**src/rtl/instr_fetch_queue.sv**
```systemverilog
// Instruction fetch queue: owns the fetch PC, issues in-order imem reads and
// buffers returned words for decode, discarding responses made stale by a redirect.
module instr_fetch_queue #(
    parameter int unsigned DEPTH    = 4,
    parameter logic [31:0] RESET_PC = 32'h0000_0000
) (
    input  logic        clk,
    input  logic        rst_n,
    input  logic        en,
    input  logic        redirect_valid,
    input  logic [31:0] redirect_pc,
    output logic        imem_req_valid,
    input  logic        imem_req_ready,
    output logic [31:0] imem_req_addr,
    input  logic        imem_resp_valid,
    input  logic [31:0] imem_resp_data,
    output logic        inst_valid,
    input  logic        inst_ready,
    output logic [31:0] inst_data,
    output logic [31:0] inst_pc
);

    localparam int unsigned AW = $clog2(DEPTH);
    localparam int unsigned CW = AW + 1;
    localparam logic [CW-1:0] ONE_C = CW'(1);
    localparam logic [AW-1:0] ONE_A = AW'(1);
    localparam logic [CW:0]   CAP   = (CW+1)'(DEPTH);

    logic [31:0]   fetch_pc;
    logic [CW-1:0] in_flight;
    logic [CW-1:0] drop_cnt;
    logic [CW-1:0] q_count;
    logic [AW-1:0] pend_wr, pend_rd;
    logic [AW-1:0] q_wr, q_rd;
    logic [31:0]   pend_pc [DEPTH];
    logic [31:0]   q_pc    [DEPTH];
    logic [31:0]   q_data  [DEPTH];

    logic [CW:0] credit_used;
    logic        req_fire;
    logic        resp_drop;
    logic        resp_keep;
    logic        pop;
    logic        unused_bits;

    assign unused_bits = ^redirect_pc[1:0];

    // Credits cover both buffered entries and outstanding reads, so the queue can never overflow.
    assign credit_used    = {1'b0, in_flight} + {1'b0, q_count};
    assign imem_req_valid = rst_n & en & ~redirect_valid & (credit_used < CAP);
    assign imem_req_addr  = fetch_pc;

    assign req_fire  = imem_req_valid & imem_req_ready;
    assign resp_drop = imem_resp_valid & (redirect_valid | (drop_cnt != '0));
    assign resp_keep = imem_resp_valid & ~resp_drop;
    assign inst_valid = (q_count != '0);
    assign pop        = inst_valid & inst_ready;

    assign inst_data = inst_valid ? q_data[q_rd] : '0;
    assign inst_pc   = inst_valid ? q_pc[q_rd]   : '0;

    always_ff @(posedge clk or negedge rst_n) begin
        if (!rst_n) begin
            fetch_pc  <= RESET_PC;
            in_flight <= '0;
            drop_cnt  <= '0;
        end else begin
            if (redirect_valid)
                fetch_pc <= {redirect_pc[31:2], 2'b00};
            else if (req_fire)
                fetch_pc <= fetch_pc + 32'd4;

            unique case ({req_fire, imem_resp_valid})
                2'b10:   in_flight <= in_flight + ONE_C;
                2'b01:   in_flight <= in_flight - ONE_C;
                default: in_flight <= in_flight;
            endcase

            // in_flight already includes reads marked for dropping, so it alone is the new drop count.
            if (redirect_valid)
                drop_cnt <= imem_resp_valid ? (in_flight - ONE_C) : in_flight;
            else if (resp_drop)
                drop_cnt <= drop_cnt - ONE_C;
        end
    end

    always_ff @(posedge clk or negedge rst_n) begin
        if (!rst_n) begin
            pend_wr <= '0;
            pend_rd <= '0;
            q_wr    <= '0;
            q_rd    <= '0;
            q_count <= '0;
        end else if (redirect_valid) begin
            pend_wr <= '0;
            pend_rd <= '0;
            q_wr    <= '0;
            q_rd    <= '0;
            q_count <= '0;
        end else begin
            if (req_fire)
                pend_wr <= pend_wr + ONE_A;
            if (resp_keep) begin
                pend_rd <= pend_rd + ONE_A;
                q_wr    <= q_wr + ONE_A;
            end
            if (pop)
                q_rd <= q_rd + ONE_A;

            unique case ({resp_keep, pop})
                2'b10:   q_count <= q_count + ONE_C;
                2'b01:   q_count <= q_count - ONE_C;
                default: q_count <= q_count;
            endcase
        end
    end

    always_ff @(posedge clk) begin
        if (req_fire)
            pend_pc[pend_wr] <= fetch_pc;
        if (resp_keep) begin
            q_pc[q_wr]   <= pend_pc[pend_rd];
            q_data[q_wr] <= imem_resp_data;
        end
    end

    resp_needs_outstanding: assert property (
        @(posedge clk) disable iff (!rst_n) imem_resp_valid |-> (in_flight != '0)
    );

endmodule

```
**config.mk**
```make
export PLATFORM = sky130hd
export DESIGN_NAME = instr_fetch_queue
export DESIGN_NICKNAME = d
export VERILOG_FILES = /design/src/rtl/instr_fetch_queue.sv
export SDC_FILE = /design/constraint.sdc
export NUM_CORES = 1
export LEC_CHECK = 0
export BUFFER_PORTS_ARGS = -buffer_cell sky130_fd_sc_hd__buf_2
export CAP_MARGIN = 20
export CORE_UTILIZATION = 59
export DETAILED_ROUTE_END_ITERATION = 16
export GPL_ROUTABILITY_DRIVEN = 1
export PLACE_DENSITY = 0.81
export REMOVE_ABC_BUFFERS = 1
export SETUP_SLACK_MARGIN = 0.5
export SYNTH_ARGS = -nofsm -noshare
export SYNTH_HDL_FRONTEND = slang
export SYNTH_SLANG_ARGS = --single-unit
```
**constraint.sdc**
```tcl
create_clock -name clk -period 3.8 [get_ports clk]
set_input_delay 0.76 -clock clk [delete_from_list [all_inputs] [get_ports clk]]
set_output_delay 0.76 -clock clk [all_outputs]
set_load 0.05 [all_outputs]
```
# Yosys cells after proc, flatten, opt, wreduce, memory -nomap -nowiden
# Memory sizes are Yosys's and may differ from the RTL's.
# Cells that the tools add are included.
# op_classes
add_sub_neg	11
n_mul	0
div	0
n_lt_le_gt_ge	1
eq_ne	4
n_shift	0
n_mux	22
bitwise	10
reduce_logical	8
# ops
op	count
$mux 32	4
$add 32x3->32 const B	1
$mux 2	8
$mux 3	4
$pmux 3 s2	2
$reduce_bool 2->1	5
$reduce_bool 3->1	3
$sub 3x1->3 const B	3
$add 2x1->2 const B	4
$and 1x1->1	7
$add 3x1->3 const B	2
$add 3x3->4	1
$eq 2x1->1 const B	2
$eq 2x2->1 const B	2
$lt 4x3->1 const B	1
$mux 1	4
$not 1->1	2
$or 1x1->1	1
# word_totals
register_bits	49
latchBits	0
mem_bits_rw	384
rom_bits	0
input_bits	71
output_inout_bits	98
elab_cells	67
memories	3
# memory_table
name	depth	width	read_ports	rd_clocked_by_memory_dff	wr	line_no	text
pend_pc	4	32	1	0	1	35	logic [31:0] pend_pc [DEPTH];
q_data	4	32	1	0	1	37	logic [31:0] q_data [DEPTH];
q_pc	4	32	1	0	1	36	logic [31:0] q_pc [DEPTH];

# Depth between registers and ports, before layout
# Gate-level depths: netlist of the first run.
# logic_depth
ltp_word	8
depth_mapped	10
depth_no_buf	9

# Worst setup path before layout of the first run
# OpenSTA, ideal clock, no wires.
# synth_timing
path_type	in2reg
from	in imem_resp_valid
to	mem q_data[0][0] (enable)
setup_time_ns	0.427
arrival_ns	2.874
required_ns	3.373
path_slack_ns	0.499
stages	4
n_path_buf	1
path_cell_list	clkbuf_1 -> nand3b_1 -> nor2_1 -> and2_1
# synth_via
elab_chain_cells	5
# synth_rtl
element	line_no	text
start, declared	15	input logic imem_resp_valid,
$and 1x1->1	54	assign resp_drop = imem_resp_valid & (redirect_valid | (drop_cnt != '0));
$not 1->1	55	assign resp_keep = imem_resp_valid & ~resp_drop;
$and 1x1->1 *	55	
$mux 1 *	121	if (resp_keep) begin
$mux 1 (not written as such) *	123	q_data[q_wr] <= imem_resp_data;
end, declared	37	
# Mark *: on every way between the ends. The rest lies on a longest branch, timed or not.

# Worst setup path in the final report of the first run
# layout_timing
from	reg q_count[2]
to	out imem_req_valid
# layout_via
elab_chain_cells	3
# layout_rtl
element	line_no	text
start, declared	32	logic [CW-1:0] q_count;
start signal, assigned	111	2'b10: q_count <= q_count + ONE_C;
start signal, assigned	112	2'b01: q_count <= q_count - ONE_C;
start signal, assigned	113	default: q_count <= q_count;
$add 3x3->4	49	assign credit_used = {1'b0, in_flight} + {1'b0, q_count};
$lt 4x3->1	50	assign imem_req_valid = rst_n & en & ~redirect_valid & (credit_used < CAP);
$and 1x1->1	50	
end, declared	12	output logic imem_req_valid,
# No other way between the ends.

==> results.toml, run 1 <==
[sta]
hold_viol = 0
setup_viol = 0
fin_skew_ns = 0.0173
rsz0062_at_grt = "false"
tightest_slew_ns = 1.01
max_freq_ghz = 0.325
slew_violations = 0
holdWs_ns = 0.368
period_needed_ns = 3.07
relSlewSlack_pct = 32.4
fin_crit_sh_pct = 80.9

[pwr]
combPwrFrac_pct = 31.1
pwr-share-seq_pct = 41.0
pwr-share-clk_pct = 27.9
peakVddDrop_uv = 468
p_leak_nw = 6.71
power_density_nw_per_um2 = 696
p_sw_share_pct = 34.9
p_int_mw = 8.73
p_sw_mw = 4.68

[detailed_routing]
dr_wl_met3_um = 2080
wl_um = 33200
vias = 8871
antenna_left = 0
first_pass_iters = 5
route.met2.wl_um = 17000
drc = 0
vias_per_cell = 5.95
drtIter0Drc = 710
met1_length_um = 13300
avgRoutedWirePerCell_um = 22.2
highest_layer = "met4"

[yosys]
synthXorXnorAreaFrac_pct = 1.16
async_flop_share_pct = 11.3
synth-compound-area-share_pct = 2.28
synth_cell_type_count = 51
synth_fa_ha_area_share_pct = 1.32
synth_area_um2 = 16700
yosys-top-cells-area = "edfxtp_1, mux4_2, dfrtp_1"
synth_top_family_by_area = "multiplexers"
yosysSeqAreaShare_pct = 73.4
synth_top_cell_by_area = "edfxtp_1"
synth_seq_cells = 415
syn_inst = 898
yosysWarnings = 0
yosys.area_share.simple_pct = 7.44
yosysTopAreaCellShare_pct = 66.4
synth_ff_type = "edfxtp_1"
syn_area_per_cell_um2 = 18.5
synth.area.mux_share_pct = 12.8
synth_edf_count = 368

[placement]
portBuffers = 162
hpwl_um = 20100
place_area_um2 = 18000
place.gp.congestion = 0.802

[floorplanning]
die_h_um = 170
fp-row-count = 61
ios = 169
start_util_pct = 59.9
core_area_um2 = 27800
dieWidth_um = 170
dieArea_um2 = 28900

[worst_setup_path]
endpoint_kind = "output port"
r2r-end = "imem_req_addr[29]"
cp_max_fo = 6
r2r_start = "q_count[2]"
critPathLaunchType = "flop"
r2r_setup_slack_ns = 0.85
path_class = "reg -> out"
worst_ep_required_time_ns = 3.04
r2r_cells = 7
startpoint = "q_count[2]"
crit_arrival_ns = 2.31

[clock_network]
clock_path_buffers = 3
numCtsBuffers = 40
clk_latency_ns = 0.54
cts-root-buf = "clkbuf_16"
clkSinkCount = 415
clk_pin_slew_ns = 0.06
cts.htree.levels = 2
tritoncts = "yes"

[layout]
diodes = 0
drive_gt1_share_pct = 31.3
layout.nets = 1169
areaGrowthSynthToFinish_pct = 15.8
fin_area_um2 = 19300

[flow_run]
cap_violations = 0

[global_routing]
grt_usage_pct = 23.7
grt_pass1_wl_um = 51100
grt_max_degree = 63
grt_pass1_vias = 9209
grt_overflow = 0
antenna_found_initial = 0

[run_status]
status = "finished, final reports clean"

[worst_hold_path]
hold_class = "in -> async"
==> logic make-up (layout without fill, tap and decap cells) <==
group           count (synthesis)  count (layout)
simple gates                  220             220
compound gates                 62              62
flops                         415             415
xor+xnor                       22              22
fa+ha+maj                      17              17
buf+inv                        64             275
mux                            97              97
other cells                     1               4
==> metal layers <==
metal	vias up	track usage, %
met1	4552	31.1
met4	0	7.95
met3	57	3.91
met2	358	40.7
met5	-	0
li1	3904	-
==> cell usage in the layout, fill, tap and decap left out, types with 7 or more instances in the layout <==
cell / synthesis / final
nand3_1: 22 / 22
buf_2: 3 / 162
mux4_2: 92 / 92
inv_1: 12 / 12
dfrtp_1: 47 / 43
edfxtp_1: 368 / 368
nand4_1: 12 / 12
xor2_1: 12 / 12
a21oi_1: 11 / 11
nor2_1: 22 / 22
o21ai_0: 25 / 25
xnor2_1: 10 / 10
buf_4: 4 / 20
nand2_1: 46 / 46
nor3_1: 7 / 7
o211ai_1: 8 / 8
clkbuf_1: 28 / 13
clkbuf_16: 0 / 41
clkinv_1: 0 / 8
and2_1: 74 / 70
ha_1: 16 / 16
and3_1: 9 / 9
or4_1: 7 / 7
==> worst max-delay path, stage by stage, from the launching register on <==
cell and delay [ns]:
dfrtp_1 0.44, ha_1 0.30, or4b_4 0.54, nor3_1 0.21, buf_2 0.29
==> worst max path at each step <==
stage                        end  cells after the start
2_1_floorplan       inst_data[0]                      2
5_1_grt              inst_pc[13]                      4
3_3_place_gp        in_flight[2]                      7
6_report          imem_req_valid                      4
4_1_cts              inst_pc[11]                      4
3_5_place_dp   imem_req_addr[29]                      7
==> power groups by stage <==
| stage | sequential (mW) | clock, mW | combinational, mW |
|---|---|---|---|
| after floorplan | 5.81 | 0 | 2.90 |
| after detailed placement | 5.64 | 0 | 4.12 |
| after CTS | 5.50 | 3.80 | 4.24 |
| final | 5.50 | 3.74 | 4.17 |
| after global routing | 5.53 | 3.95 | 4.46 |
| after global placement | 5.62 | 0 | 4.08 |
==> stage by stage <==
stage	util, %	TNS [ns]	instances	power, mW	setup WS, ns
floorplan	-	-28.66	850	8.70	-0.462
global placement	64.8	0	1412	9.69	0.839
detailed placement	64.8	0	1412	9.76	0.793
CTS	69.4	0	1490	13.5	0.685
global route	69.4	0	1490	13.9	0.646
finish	69.4	0	1490	13.4	0.726
==> area by class of cell <==
type                            instances  area (um^2)
Inverter                               13         48.8
Clock inverter                         18          138
Timing Repair Buffer                  189         1110
Clock buffer                           55         1090
Multi-Input combinational cell        422         4190
Tap cell                              378          473
Fill cell                            1813         8510
Sequential cell                       415        12200
==> registers in the layout, indices dropped and copies added, names as in the netlist <==
register,flops
q_count,3
q_data,128
in_flight,3
q_wr,2
pend_wr,2
imem_req_addr,30
pend_rd,2
q_rd,2
drop_cnt,3
q_pc,120
pend_pc,120
==> synth_stat cells (2+ instances only) <==
cell type  instances
ha_1              16
a21oi_1           11
and3_1             9
o21ai_0           25
buf_1             15
a41oi_1            3
clkbuf_1          28
nand3b_1           2
a31oi_1            3
buf_2              3
buf_4              4
xnor2_1           10
edfxtp_1         368
o21ai_1            2
nand4_1           12
nor3_1             7
nand3_1           22
or3_1              3
dfrtp_1           47
nor3b_1            5
nor4_1             2
xor2_1            12
inv_1             12
mux2i_1            4
or4_1              7
nor2_1            22
mux4_2            92
o311ai_0           4
o211ai_1           8
and2_1            74
nand2_1           46
==> repair_timing <==
item	in CTS	in global routing
endpoints found under the setup margin	44	0
gates resized for setup	2	0
setup buffers	5	0
hold buffers	0	0
Power figures use the tool's default switching activity.
==> run 2: changes to the inputs <==
- clock period: 3.8 -> 3.1 ns (I/O delays scaled with it)
==> results.toml, run 2 (synthesis gave the netlist of run 1 again) <==
[worst_setup_path]
r2r_setup_slack_ns = 0.39
critPathSlowestCell = "dfrtp_4"
path_cells = "buf_12 > buf_12 > buf_16 > mux4_2 > and2_4 > buf_6"
worst_ep_required_time_ns = 2.48
critPathLaunchType = "flop"
crit_arrival_ns = 2.22
slowest_delay_ns = 0.50
cp_max_fo = 8
path_common_cell = "buf_12"
crit_family = "buffers and inverters"
endpoint_kind = "output port"
startpoint = "q_rd[0]"
r2r_cells = 8
r2r-end = "pend_pc[0][9]"
path_class = "reg -> out"
r2r_start = "q_count[2]"
cp_num_buf_inv = 4

[detailed_routing]
drc = 0
drtIter0Drc = 846
vias = 9360
first_pass_iters = 5
wl_um = 37000
avgRoutedWirePerCell_um = 24.0
antenna_left = 0
vias_per_cell = 6.08

[layout]
largest_reg_flops = 128
final_cells = 1540
drive_gt1_share_pct = 38.5
final_cell_mix = "edfxtp_1, buf_2, mux4_2"
top_regs = "q_data (128), pend_pc (120), q_pc (120)"
layout.nets = 1220
nFillCells = 1617
diodes = 0
fin_area_um2 = 20400
final_common_cell = "edfxtp_1"
fin_util_pct = 73.6
largest_register = "q_data"
areaGrowthSynthToFinish_pct = 22.8

[sta]
relSlewSlack_pct = 56.9
tightest_slew_ns = 0.647
holdWs_ns = 0.231
setup_viol = 0
fin_skew_ns = 0.0102
fin_setup_tns_ns = 0
period_needed_ns = 2.84
fin_crit_sh_pct = 91.7
rsz0062_at_grt = "true"
slew_violations = 0
max_freq_ghz = 0.352
setup_slack_ns = 0.258
hold_viol = 0

[flow_run]
cap_violations = 0

[placement]
portBuffers = 162
dpl_worst_slack_ns = 0.445
hpwl_um = 20500
place.gp.congestion = 0.821
dp_cells = 1430
place_area_um2 = 18200

[global_routing]
grt_usage_pct = 25.9
grt_pass1_wl_um = 54800
grt_max_degree = 63
grt_overflow = 0
grt_pass1_vias = 9359
antenna_found_initial = 0

[floorplanning]
start_util_pct = 59.9
ios = 169
dieArea_um2 = 28900
die_h_um = 170
core_area_um2 = 27800
fp-row-count = 61
dieWidth_um = 170

[clock_network]
numCtsBuffers = 41
clock_path_buffers = 3
clkSinkCount = 415
cts.htree.levels = 2
clk_latency_ns = 0.52
tritoncts = "yes"
cts-root-buf = "clkbuf_16"
clk_pin_slew_ns = 0.06

[run_status]
status = "finished, final reports clean"

[pwr]
finalPower_mw = 18.1
peakVddDrop_uv = 507
p_leak_nw = 7.17
power_density_nw_per_um2 = 884

[worst_hold_path]
hold_class = "in -> async"
run 2: cell types whose count changed in the layout (fill, tap and decap cells not counted), sizes merged:
| cell | change |
|---|---|
| buf | +48 |
| clkinv | +8 |
| clkbuf | -6 |
run 2: timing repair:
item	in CTS	in global routing
buffers inserted	15	14
endpoints found under the setup margin	91	218
pin swaps	4	13
hold buffers	0	0
gates resized for setup	157	49
gates cloned	5	3
run 2: where the power goes:
group	total (mW)	internal [mW]	switching, mW
sequential	6.66	6.44	0.218
combinational	6.84	2.82	4.03
clock	4.57	2.59	1.98
total	18.1	11.8	6.22
run 2: how the worst max path moves through the flow:
stage	cells past startpoint	to	slack [ns]
finish	6	inst_pc[7]	0.26
global route	6	inst_pc[7]	0.21
CTS	5	inst_pc[9]	0.27
detailed placement	6	imem_req_addr[14]	0.45
global placement	6	imem_req_addr[14]	0.48
floorplan	2	inst_data[0]	-1.02
run 2: routing by layer:
metal	share of wire [%]	GRT usage (%)
met1	39	34.2
met2	51	43.9
met3	7.6	4.84
met4	3.0	8.34
met5	0	0
run 2: worst reg2reg max path, stage by stage (launching register included):
cell     delay [ns]
dfrtp_1        0.39
ha_1           0.27
or4b_4         0.53
buf_6          0.15
nor4b_4        0.27
buf_4          0.19
buf_6          0.12
and2_1         0.21
buf_6          0.26
run 2: layout make-up:
class	count	area, um^2	area share (%)
multi-input combinational	422	4350	21.3
timing repair inverter	1	8.76	0.0428
clock buffer	48	1050	5.15
sequential	415	12200	59.8
clock inverter	25	171	0.838
tap	378	473	2.31
timing repair buffer	238	2100	10.3
inverter	13	61.3	0.300
==> run 3: changes to the inputs <==
- GPL_TIMING_DRIVEN: default -> 0
- REMOVE_ABC_BUFFERS: 1 -> default
- SETUP_SLACK_MARGIN: 0.5 -> 0.02
==> results.toml, run 3 (synthesis gave the netlist of run 1 again) <==
[placement]
place_area_um2 = 18100
place.gp.congestion = 0.911
hpwl_um = 21000
portBuffers = 161
dpl_worst_slack_ns = -0.911

[detailed_routing]
vias = 9044
first_pass_iters = 5
wl_um = 34300
antenna_left = 0
drc = 0
drtIter0Drc = 804
avgRoutedWirePerCell_um = 22.6
vias_per_cell = 5.95

[sta]
fin_skew_ns = 0.0140
tightest_slew_ns = 0.942
setup_viol = 0
max_freq_ghz = 0.329
rsz0062_at_grt = "true"
relSlewSlack_pct = 37.2
slew_violations = 0
setup_slack_ns = 0.0601
fin_crit_sh_pct = 98.1
period_needed_ns = 3.04
hold_viol = 0

[floorplanning]
core_area_um2 = 27800
fp-row-count = 61
start_util_pct = 59.9
ios = 169
die_h_um = 170
dieWidth_um = 170
dieArea_um2 = 28900

[pwr]
p_sw_mw = 5.83
pwr-share-clk_pct = 29.5
p_leak_nw = 6.82
combPwrFrac_pct = 30.6
pwr-share-seq_pct = 39.9
p_int_mw = 11.0
p_sw_share_pct = 34.5
power_density_nw_per_um2 = 866
peakVddDrop_uv = 523

[layout]
final_cell_mix = "edfxtp_1, buf_2, mux4_2"
diodes = 0
fin_util_pct = 70.1
fin_area_um2 = 19500
top_regs = "q_data (128), pend_pc (120), q_pc (120)"
layout.nets = 1197
areaGrowthSynthToFinish_pct = 16.9
largest_reg_flops = 128
final_common_cell = "edfxtp_1"
drive_gt1_share_pct = 30.9
largest_register = "q_data"

[worst_setup_path]
critPathLaunchType = "flop"
path_class = "reg -> out"
r2r-end = "in_flight[2]"
endpoint_kind = "output port"
r2r_cells = 9
r2r_start = "q_count[2]"
crit_arrival_ns = 2.42
worst_ep_required_time_ns = 2.48
cp_max_fo = 10
r2r_setup_slack_ns = 0.22

[global_routing]
grt_overflow = 0
antenna_found_initial = 1
grt_usage_pct = 24.3
grt_pass1_wl_um = 52200
grt_pass1_vias = 9194
grt_max_degree = 55

[clock_network]
tritoncts = "yes"
cts-root-buf = "clkbuf_16"
ctsHoldBuffers = 0
clk_latency_ns = 0.53
clk_pin_slew_ns = 0.06
cts.htree.levels = 2
numCtsBuffers = 42
clock_path_buffers = 3
clkSinkCount = 415

[run_status]
status = "finished, final reports clean"

[flow_run]
cap_violations = 0

[worst_hold_path]
hold_class = "in -> async"
[run 3: worst max path at each step]
stage                         from  slack (ns)        endpoint  cells past startpoint
floorplan           redirect_valid        0.09  imem_req_valid                      3
global placement             rst_n       -0.90  pend_pc[0][19]                      5
detailed placement           rst_n       -0.91  pend_pc[1][19]                      5
CTS                        q_rd[0]       0.001      inst_pc[7]                      4
global route               q_rd[0]       -0.07   inst_data[26]                      4
finish                     q_rd[0]        0.06      inst_pc[7]                      4
[run 3: through the flow]
step / total power, mW / std cells / setup TNS, ns / hold WS [ns]
5_1_grt: 17.5 / 1519 / -1.50 / 0.158
3_3_place_gp: 11.9 / 1440 / -191.80 / 0.534
3_5_place_dp: 12.0 / 1444 / -122.86 / 0.542
4_1_cts: 17.0 / 1518 / 0 / 0.125
2_1_floorplan: 10.7 / 901 / 0 / 0.324
6_report: 16.9 / 1519 / 0 / 0.115
[run 3: critical path: stages, from the launching register on]
cell     delay (ns)
dfrtp_2        0.53
buf_2          0.40
mux4_2         0.58
and2_1         0.17
buf_2          0.21
[run 3: power by group through the flow]
stage,clock network [mW],registers (mW),logic [mW]
detailed placement,0,6.79,5.22
global placement,0,6.77,5.12
CTS,5.04,6.72,5.24
floorplan,0,6.86,3.84
global route,5.25,6.75,5.52
finish,4.98,6.72,5.16
[run 3: timing repair]
item,4_1_cts,5_1_grt
pin swaps,0,1
gates resized for setup,40,0
setup buffers,0,1
endpoints found under the setup margin,183,170
hold endpoints to repair,0,0
[run 3: final cells by class]
class | count | area, um^2
timing repair buffer | 166 | 926
clock inverter | 14 | 143
inverter | 13 | 48.8
fill | 1766 | 8310
tap | 378 | 473
clock buffer | 62 | 1230
multi-input combinational | 422 | 4190
buffer | 49 | 233
sequential | 415 | 12200
[run 3: metal layers]
metal | routed length [um] | vias up | share of wire, % | GRT usage, %
met5 | 13 | - | 0.038 | 0
met4 | 799 | 2 | 2.3 | 7.36
met3 | 2540 | 62 | 7.4 | 4.42
met2 | 17400 | 418 | 51 | 41.6
met1 | 13600 | 4585 | 40 | 31.9
li1 | - | 3977 | - | -
